[src/rtl/traffic_pkg.sv]
// Shared types and lamp encodings for the multi-approach traffic controller.
package traffic_pkg;

  typedef enum logic [1:0] {
    S_ALL_RED,
    S_GREEN,
    S_YELLOW,
    S_FLASH
  } state_t;

  // One {R,Y,G} lamp triple per approach.
  localparam logic [2:0] LED_RED = 3'b100;
  localparam logic [2:0] LED_YEL = 3'b010;
  localparam logic [2:0] LED_GRN = 3'b001;
  localparam logic [2:0] LED_OFF = 3'b000;

  // Bit positions inside a lamp triple.
  localparam int LAMP_RED = 2;
  localparam int LAMP_YEL = 1;
  localparam int LAMP_GRN = 0;

endpackage

[src/rtl/tick_prescaler.sv]
// Divides masterclk down to a single-cycle timing tick every TICK_DIV cycles.
module tick_prescaler #(
  parameter int TICK_DIV = 1
) (
  input  logic masterclk,
  input  logic reset_button,
  output logic tick
);

  localparam int CW = (TICK_DIV > 1) ? $clog2(TICK_DIV) : 1;
  localparam logic [CW-1:0] LAST = CW'(TICK_DIV - 1);

  logic [CW-1:0] cnt;

  // Free-running modulo-TICK_DIV counter; the tick marks its last count.
  // NOTE: sequential state uses non-blocking assignments so every flop samples pre-edge values.
  always_ff @(posedge masterclk) begin
    if (reset_button) begin
      cnt <= '0;
    end else if (cnt == LAST) begin
      cnt <= '0;
    end else begin
      cnt <= cnt + 1'b1;
    end
  end

  // With TICK_DIV=1 the counter stays at zero and the tick is always high.
  assign tick = (cnt == LAST);

endmodule

[src/rtl/multi_approach_traffic_controller.sv]
// N-approach intersection controller. Approach 0 (main street) rests green;
// side approaches are served round-robin on latched demand, with min/max
// green, gap-out, yellow, all-red clearance and a night flash mode.
// YELLOW_TICKS, ALL_RED_TICKS and FLASH_TICKS must not exceed MAX_GREEN+1,
// because the shared state timer saturates at MAX_GREEN.
module multi_approach_traffic_controller
  import traffic_pkg::*;
#(
  parameter int NUM_APPROACHES = 4,
  parameter int TICK_DIV       = 1,
  parameter int MIN_GREEN      = 4,
  parameter int MAX_GREEN      = 10,
  parameter int YELLOW_TICKS   = 3,
  parameter int ALL_RED_TICKS  = 2,
  parameter int FLASH_TICKS    = 5
) (
  input  logic                              masterclk,
  input  logic                              reset_button,
  input  logic [NUM_APPROACHES-1:0]         sensor_button,
  input  logic                              flash_en,
  output logic [3*NUM_APPROACHES-1:0]       leds,
  output logic [$clog2(NUM_APPROACHES)-1:0] green_idx,
  output logic                              flashing
);

  localparam int IW = $clog2(NUM_APPROACHES);
  localparam int TW = $clog2(MAX_GREEN + 1);

  typedef logic [IW-1:0] idx_t;
  typedef logic [TW-1:0] tmr_t;

  // A K-tick state ends on the tick that sees timer == K-1.
  localparam tmr_t MAX_T    = tmr_t'(MAX_GREEN);
  localparam tmr_t MIN_LAST = tmr_t'(MIN_GREEN - 1);
  localparam tmr_t MAX_LAST = tmr_t'(MAX_GREEN - 1);
  localparam tmr_t YEL_LAST = tmr_t'(YELLOW_TICKS - 1);
  localparam tmr_t AR_LAST  = tmr_t'(ALL_RED_TICKS - 1);
  localparam tmr_t FL_LAST  = tmr_t'(FLASH_TICKS - 1);

  state_t                      state;
  idx_t                        cur;        // approach owning GREEN/YELLOW
  idx_t                        nxt;        // approach to serve after ALL_RED
  logic [NUM_APPROACHES-1:0]   req;
  tmr_t                        timer;
  logic                        flash_lit;
  logic                        tick;
  tmr_t                        tmr_inc;
  idx_t                        rr_pick;
  logic                        rr_found;
  logic                        green_done;
  logic [3*NUM_APPROACHES-1:0] lamp_vec;

  tick_prescaler #(.TICK_DIV(TICK_DIV)) u_prescaler (
    .masterclk    (masterclk),
    .reset_button (reset_button),
    .tick         (tick)
  );

  // Saturating timer increment.
  assign tmr_inc = (timer == MAX_T) ? timer : timer + 1'b1;

  // Round-robin scan of latched requests starting just after the current approach.
  // NOTE: every variable written here gets a default first so no latch is inferred.
  always_comb begin
    rr_pick  = '0;
    rr_found = 1'b0;
    for (int off = 1; off < NUM_APPROACHES; off++) begin
      if (!rr_found && req[(int'(cur) + off) % NUM_APPROACHES]) begin
        rr_pick  = idx_t'((int'(cur) + off) % NUM_APPROACHES);
        rr_found = 1'b1;
      end
    end
  end

  // Green exit: flash overrides minimum green; main leaves only for side demand;
  // a side approach maxes out or gaps out once its sensor drops.
  always_comb begin
    if (flash_en) begin
      green_done = 1'b1;
    end else if (cur == '0) begin
      green_done = (timer >= MIN_LAST) && (|req[NUM_APPROACHES-1:1]);
    end else begin
      green_done = (timer == MAX_LAST) ||
                   ((timer >= MIN_LAST) && !sensor_button[cur]);
    end
  end

  // Lamp pattern for the current (registered) state; registered again into leds.
  always_comb begin
    lamp_vec = {NUM_APPROACHES{LED_RED}};
    case (state)
      S_GREEN:  lamp_vec[int'(cur)*3 +: 3] = LED_GRN;
      S_YELLOW: lamp_vec[int'(cur)*3 +: 3] = LED_YEL;
      S_FLASH: begin
        for (int i = 0; i < NUM_APPROACHES; i++) begin
          lamp_vec[i*3 +: 3] = !flash_lit ? LED_OFF : ((i == 0) ? LED_YEL : LED_RED);
        end
      end
      default: ;
    endcase
  end

  // Controller FSM, request latch and registered outputs.
  always_ff @(posedge masterclk) begin
    if (reset_button) begin
      state     <= S_ALL_RED;
      cur       <= '0;
      nxt       <= '0;
      req       <= '0;
      timer     <= '0;
      flash_lit <= 1'b0;
      leds      <= {NUM_APPROACHES{LED_RED}};
      green_idx <= '0;
      flashing  <= 1'b0;
    end else begin
      leds      <= lamp_vec;
      green_idx <= (state == S_GREEN || state == S_YELLOW) ? cur : '0;
      flashing  <= (state == S_FLASH);

      // Demand latch; the approach holding green does not re-request itself.
      for (int i = 0; i < NUM_APPROACHES; i++) begin
        if (state == S_FLASH) begin
          req[i] <= 1'b0;
        end else if (sensor_button[i] && !(state == S_GREEN && int'(cur) == i)) begin
          req[i] <= 1'b1;
        end
      end

      case (state)
        S_ALL_RED: begin
          if (tick) begin
            if (timer == AR_LAST) begin
              timer <= '0;
              if (flash_en) begin
                state     <= S_FLASH;
                flash_lit <= 1'b1;
              end else begin
                state    <= S_GREEN;
                cur      <= nxt;
                req[nxt] <= 1'b0;
              end
            end else begin
              timer <= tmr_inc;
            end
          end
        end

        S_GREEN: begin
          if (tick) begin
            if (green_done) begin
              state <= S_YELLOW;
              timer <= '0;
            end else begin
              timer <= tmr_inc;
            end
          end
        end

        S_YELLOW: begin
          if (tick) begin
            if (timer == YEL_LAST) begin
              state <= S_ALL_RED;
              timer <= '0;
              nxt   <= rr_pick;
            end else begin
              timer <= tmr_inc;
            end
          end
        end

        S_FLASH: begin
          if (!flash_en) begin
            state     <= S_ALL_RED;
            nxt       <= '0;
            timer     <= '0;
            flash_lit <= 1'b0;
          end else if (tick) begin
            if (timer == FL_LAST) begin
              timer     <= '0;
              flash_lit <= !flash_lit;
            end else begin
              timer <= tmr_inc;
            end
          end
        end

        default: begin
          state <= S_ALL_RED;
          timer <= '0;
        end
      endcase
    end
  end

endmodule

[config.mk]
export PLATFORM = sky130hd
export DESIGN_NAME = multi_approach_traffic_controller
export DESIGN_NICKNAME = d
export VERILOG_FILES = /design/src/rtl/traffic_pkg.sv /design/src/rtl/tick_prescaler.sv /design/src/rtl/multi_approach_traffic_controller.sv
export SDC_FILE = /design/constraint.sdc
export NUM_CORES = 1
export LEC_CHECK = 0
export BUFFER_PORTS_ARGS = -buffer_cell sky130_fd_sc_hd__buf_2
export CORE_MARGIN = 5
export CORE_UTILIZATION = 50
export CTS_CLUSTER_SIZE = 10
export DETAILED_ROUTE_END_ITERATION = 8
export PLACE_DENSITY = 0.74
export SYNTH_ARGS = -nofsm -noshare
export SYNTH_HDL_FRONTEND = slang
export SYNTH_SLANG_ARGS = --single-unit
[constraint.sdc]
create_clock -name masterclk -period 3.4 [get_ports masterclk]
set_input_delay 0.51 -clock masterclk [delete_from_list [all_inputs] [get_ports masterclk]]
set_output_delay 0.51 -clock masterclk [all_outputs]
set_load 0.02 [all_outputs]
=== After elaboration in Yosys (flattened, before gate mapping) ===
Index checks and enable logic that the tools add are counted.

* Bits of input ports: 7
* Register bits after elaboration: 31
* Word-level logic and storage cells: 169

* Add/subtract/negate cells: 6
* Multiply operators: 1
* Bitwise operators: 13
* Mux-type cells: 69
* Reduce and logical (&&, ||, !) cells: 39
* Equal/unequal tests: 21
* $lt $le $gt $ge: 7
* Shift-type cells: 3

{| class="wikitable"
|+ Operators with widths
! cell !! count
|-
| $shiftx 3x33->12 const A || 2
|-
| $mux 4 || 14
|-
| $pmux 12 s3 || 1
|-
| $neg 4->33 || 1
|-
| $shift 3x33->12 const A || 1
|-
| $mux 1 || 30
|-
| $mux 2 || 14
|-
| $and 8x8->8 || 2
|-
| $pmux 4 s4 || 1
|-
| $ne 2x2->1 const B || 7
|-
| $logic_and 1x1->1 || 13
|-
| $lt 3x4->1 const B || 3
|-
| $reduce_and 4->1 || 3
|-
| $reduce_or 2->1 || 5
|-
| $bmux 1 s2 || 4
|-
| $eq 2x2->1 const B || 4
|-
| $eq 4x4->1 const B || 2
|-
| $logic_not 1->1 || 8
|-
| $not 4->4 || 2
|-
| $or 4x4->4 || 2
|-
| $pmux 2 s4 || 1
|-
| $reduce_and 7->1 || 1
|-
| $logic_not 2->1 || 3
|-
| $lt 2x3->1 const B || 2
|-
| 25 further kinds || 33
|}

=== Logic depth before layout (Yosys ltp) ===
* Depth in word-level cells: 16
* Depth in mapped cells: 8
* Depth with buffers taken out: 7

=== Modules after synthesis ===
A second synthesis with hierarchy kept.

* Cell total of the unflattened synthesis: 178
* Area total of the unflattened synthesis: 1645.3 um^2

{| class="wikitable"
|+ By module, submodules not included
! module !! cells an instance !! area each (um^2) !! times used !! seq. area each (um^2)
|-
| multi_approach_traffic_controller || 175 || 1617.8 || 1 || 600.6
|-
| tick_prescaler || 3 || 27.5 || 1 || 20.0
|}

=== Worst setup path before layout ===
OpenSTA, ideal clock, no wires.

* Path type: register -> register
* Start point: reg cur[1]
* End point: reg state[1]
* Setup time: 0.134 ns
* Path buffers: 1
* Data arrival time: 1.834 ns
* Path slack: 1.432 ns
* Required time: 3.266 ns
* Stages on the path, launching flop included: 9
* Cell sequence: dfxtp_1 -> clkbuf_2 -> inv_1 -> ha_1 -> nor4b_1 -> o21ai_0 -> o2111ai_1 -> a211oi_1 -> a211oi_1

* Cells in the longest elaborated chain, start to end: 9
* Elaborated cells between the ends (all ways): 10
* Those cells by class: eq/ne: 1; mux: 4; reduce/logical: 5

{| class="wikitable"
|+ Ends and longest elaborated chain
! element !! RTL line !! RTL
|-
| from (decl) || multi_approach_traffic_controller.sv:41 || <nowiki>idx_t cur;</nowiki>
|-
| from (signal assigned) || multi_approach_traffic_controller.sv:139 || <nowiki>cur <= nxt;</nowiki>
|-
| $bmux 1 s2 || multi_approach_traffic_controller.sv:84 || <nowiki>((timer >= MIN_LAST) && !sensor_button[cur]);</nowiki>
|-
| $mux 1 (implied by the code) || multi_approach_traffic_controller.sv:84 ||
|-
| $logic_not 1->1 || multi_approach_traffic_controller.sv:84 ||
|-
| $logic_and 1x1->1 || multi_approach_traffic_controller.sv:84 ||
|-
| $logic_or 1x1->1 || multi_approach_traffic_controller.sv:83 || <nowiki>green_done = (timer == MAX_LAST) ||</nowiki>
|-
| $mux 1 * || multi_approach_traffic_controller.sv:80 || <nowiki>end else if (cur == '0) begin</nowiki>
|-
| $mux 1 * || multi_approach_traffic_controller.sv:78 || <nowiki>if (flash_en) begin</nowiki>
|-
| $ne 2x2->1 (no source line) * || -- ||
|-
| $reduce_and 7->1 (no source line) * || -- ||
|-
| to (signal assigned) || multi_approach_traffic_controller.sv:106 || <nowiki>state <= S_ALL_RED;</nowiki>
|-
| to (signal assigned) || multi_approach_traffic_controller.sv:135 || <nowiki>state <= S_FLASH;</nowiki>
|-
| to (signal assigned) || multi_approach_traffic_controller.sv:138 || <nowiki>state <= S_GREEN;</nowiki>
|-
| to (decl) || multi_approach_traffic_controller.sv:40 || <nowiki>state_t state;</nowiki>
|}

Mark *: on every way between the ends. The rest lies on a longest branch, timed or not. The select of a mux whose other input is x is not followed.
A chain may end at the register's enable or synchronous reset.

=== Worst setup path after layout ===
* Start point: reg cur[0]
* End point: reg state[1]

Same word-level chain as after synthesis.

==> results.cfg <==
[die]
coreArea_sq_mm = 0.003284
rows = 21
die_h_microns = 67.69
io_pins = 22
die_area_sq_mm = 0.004582
die_w_microns = 67.69
initial_core_util_pct = 50.67

[layout]
seq_area_sq_um = 620.6
nets = 221
area_growth_syn_to_layout_pct = 9.624
post_route_cells_drive_above_1_share_pct = 19.10
final_util_pct = 55.54
fillers = 300
antenna_cells = 0
multi_input_area_sq_um = 939.7

[global_routing]
grt_max_degree = 19
grt_pass1_vias = 1291
track_usage_pct = 17.88
antenna_found_initial = 0
grt_overflow = 0
grt_pass1_wl_microns = 6044

[pwr]
irDropWorstVdd_uv = 300.1
powerDensity_mw_per_mm2 = 593.1
power_mw = 1.082
p_leak_nw = 0.7728

[clock_tree]
root_buffer = clkbuf_4
path_clk_slew_ns = 0.09
cts_made_buffers = 5
cts_setup_buffers = 0
clk_latency_ns = 0.34
htreeDepth = 2
clock_sinks = 31
cts_resized = 0
cts_tree = built
hold_buffers = 0
cts_buffer_depth = 2

[sta]
maxSlewHeadroom_pct = 59.03
worst_slew_pin_slew_ns = 0.5991
maxSlewViolCount = 0
max_freq_ghz = 0.4222
hold_viol = 0
fin_crit_sh_pct = 69.66
setup_tns_ns = 0
clock_skew_ns = 0.009321
fin_crit_ns = 2.368
rsz0062_at_grt = false
whs_ns = 0.5236
final-setup-viol-count = 0

[worst_setup_path]
path_class = flip-flop to flip-flop
cp-start-kind = flip-flop
crit_top_cell = a211oi_1
cp_max_fo = 13
crit_path_max_incr_delay_ns = 0.58
cp.arrival_ns = 2.58
path_cells = inv_1, ha_1, nor4b_1, o21ai_0, o2111ai_1, a211oi_1, a211oi_1
critPathRequiredTime_ns = 3.61
critPathSlowestCell = dfxtp_1
end_kind = flip-flop

[yosys]
synthArstFlopShare_pct = 0
syn_avg_cell_area_sq_um = 9.245
synth_area_leaders = dfxtp_1 37%, ha_1 11%, nor2_1 3.4%
synth_edf_count = 0
syn-num-nets = 202
synthFlopType = dfxtp_1
syn_area_sq_mm = 0.001664
yosysUniqueCellTypes = 45
yosysMostFrequentCell = dfxtp_1
ys_seq_area_share_pct = 37.29
synth_cells = 180
synth_common_cells = 31 x dfxtp_1, 15 x ha_1, 15 x nor2_1, 12 x inv_1
synth.largest_area_cell = dfxtp_1
synthDominantCellAreaShare_pct = 37.29
ys_ff_latch = 31
ys_warn_count = 0

[detailed_routing]
ant_nets = 0
drtIter0Drc = 119
drc = 0
finalWirelength_microns = 3605
drtPass1Iterations = 4
routed_via_density = 5.637
wire_per_inst_microns = 14.71
vias = 1381

[place]
routabilityCongestion = 0.9490
portBuffers = 21
hpwl_microns = 2681

[status]
status = complete, no violations

[worst_hold_path]
min_path_type = input port to flip-flop

[flow_run]
cap_violations = 0
-- metal layers --
layer / routed length, microns / vias up / global-route usage, %
met5: 0 / - / 0
met4: 49 / 0 / 6.835
met3: 279 / 8 / 5.491
met2: 1664 / 47 / 28.92
met1: 1612 / 642 / 22.09
li1: - / 684 / -
-- stage by stage --
stage | setup WS (ns) | std cells | instance area (sq um)
final | 1.032 | 245 | 1824
after global routing | 0.8348 | 245 | 1824
after CTS | 1.059 | 245 | 1824
after detailed placement | 1.073 | 238 | 1768
after global placement | 1.196 | 238 | 1768
after floorplan | 1.432 | 180 | 1664
-- logic make-up (layout without fill, tap and decap cells) --
kind of cell	Yosys count	after routing	share of synthesized area, %
simple gates	53	53	16.99
fa+ha+maj	15	15	11.28
other cells	1	1	0.2253
mux	8	8	5.714
buf+inv	21	40	6.239
compound gates	51	51	22.26
flops	31	31	37.29
-- state kept, by name, summed over array words and instances, names as in the netlist --
| signal | cells |
|---|---|
| u_prescaler.cnt | 1 |
| timer | 4 |
| cur | 2 |
| nxt | 2 |
| req | 4 |
| flashing | 1 |
| state | 2 |
| green_idx | 2 |
| leds | 12 |
| flash_lit | 1 |
-- report_power, final --
| part | switching (mW) | internal (mW) | total (mW) |
|---|---|---|---|
| combinational | 0.237 | 0.162 | 0.399 |
| clock | 0.118 | 0.0955 | 0.214 |
| sequential | 0.0510 | 0.418 | 0.469 |
| total | 0.406 | 0.676 | 1.08 |
-- cell type report --
class	instances	area share, %
clock buffers	6	2.812
clock inverters	1	0.2743
inverters	12	2.469
multi-input cells	128	51.51
flip-flops and latches	31	34.02
well taps	46	3.155
repair buffers	21	5.761
-- cells in the final DEF (no fill, tap or decap), types with 2 or more instances in the layout --
cell type and n:
ha_1 15, nor2_1 15, a2111oi_0 2, buf_2 21, mux2i_1 5, nor4_1 2, a21boi_0 3, a31oi_1 3
o21ai_1 2, nand2_1 8, mux2_2 2, a21oi_1 11, a211oi_1 4, nor2b_1 3, and3_1 7, dfxtp_1 31
clkbuf_4 5, nand3b_1 2, nor3b_1 3, nand3_1 2, nor3_1 4, nand2b_1 3, inv_1 12, o21ai_0 11
a22o_1 3
-- critical path: cells and delay by family, from the launching register on --
kind	cells	cell delay [ns]
buffers and inverters	1	0.19
adder cells (fa/ha/maj)	1	0.30
flip-flops	1	0.58
AO/OA/AOI/OAI	4	1.01
AND/OR/NAND/NOR	1	0.16
-- final timing paths --
check,slack [ns],cells past startpoint,from,to
min,0.52,3,sensor_button[2],req[2]
max reg2reg,1.03,7,cur[0],state[1]
min reg2reg,0.53,1,nxt[0],req[1]
max,1.03,7,cur[0],state[1]
(Power assumes the default switching activity.)
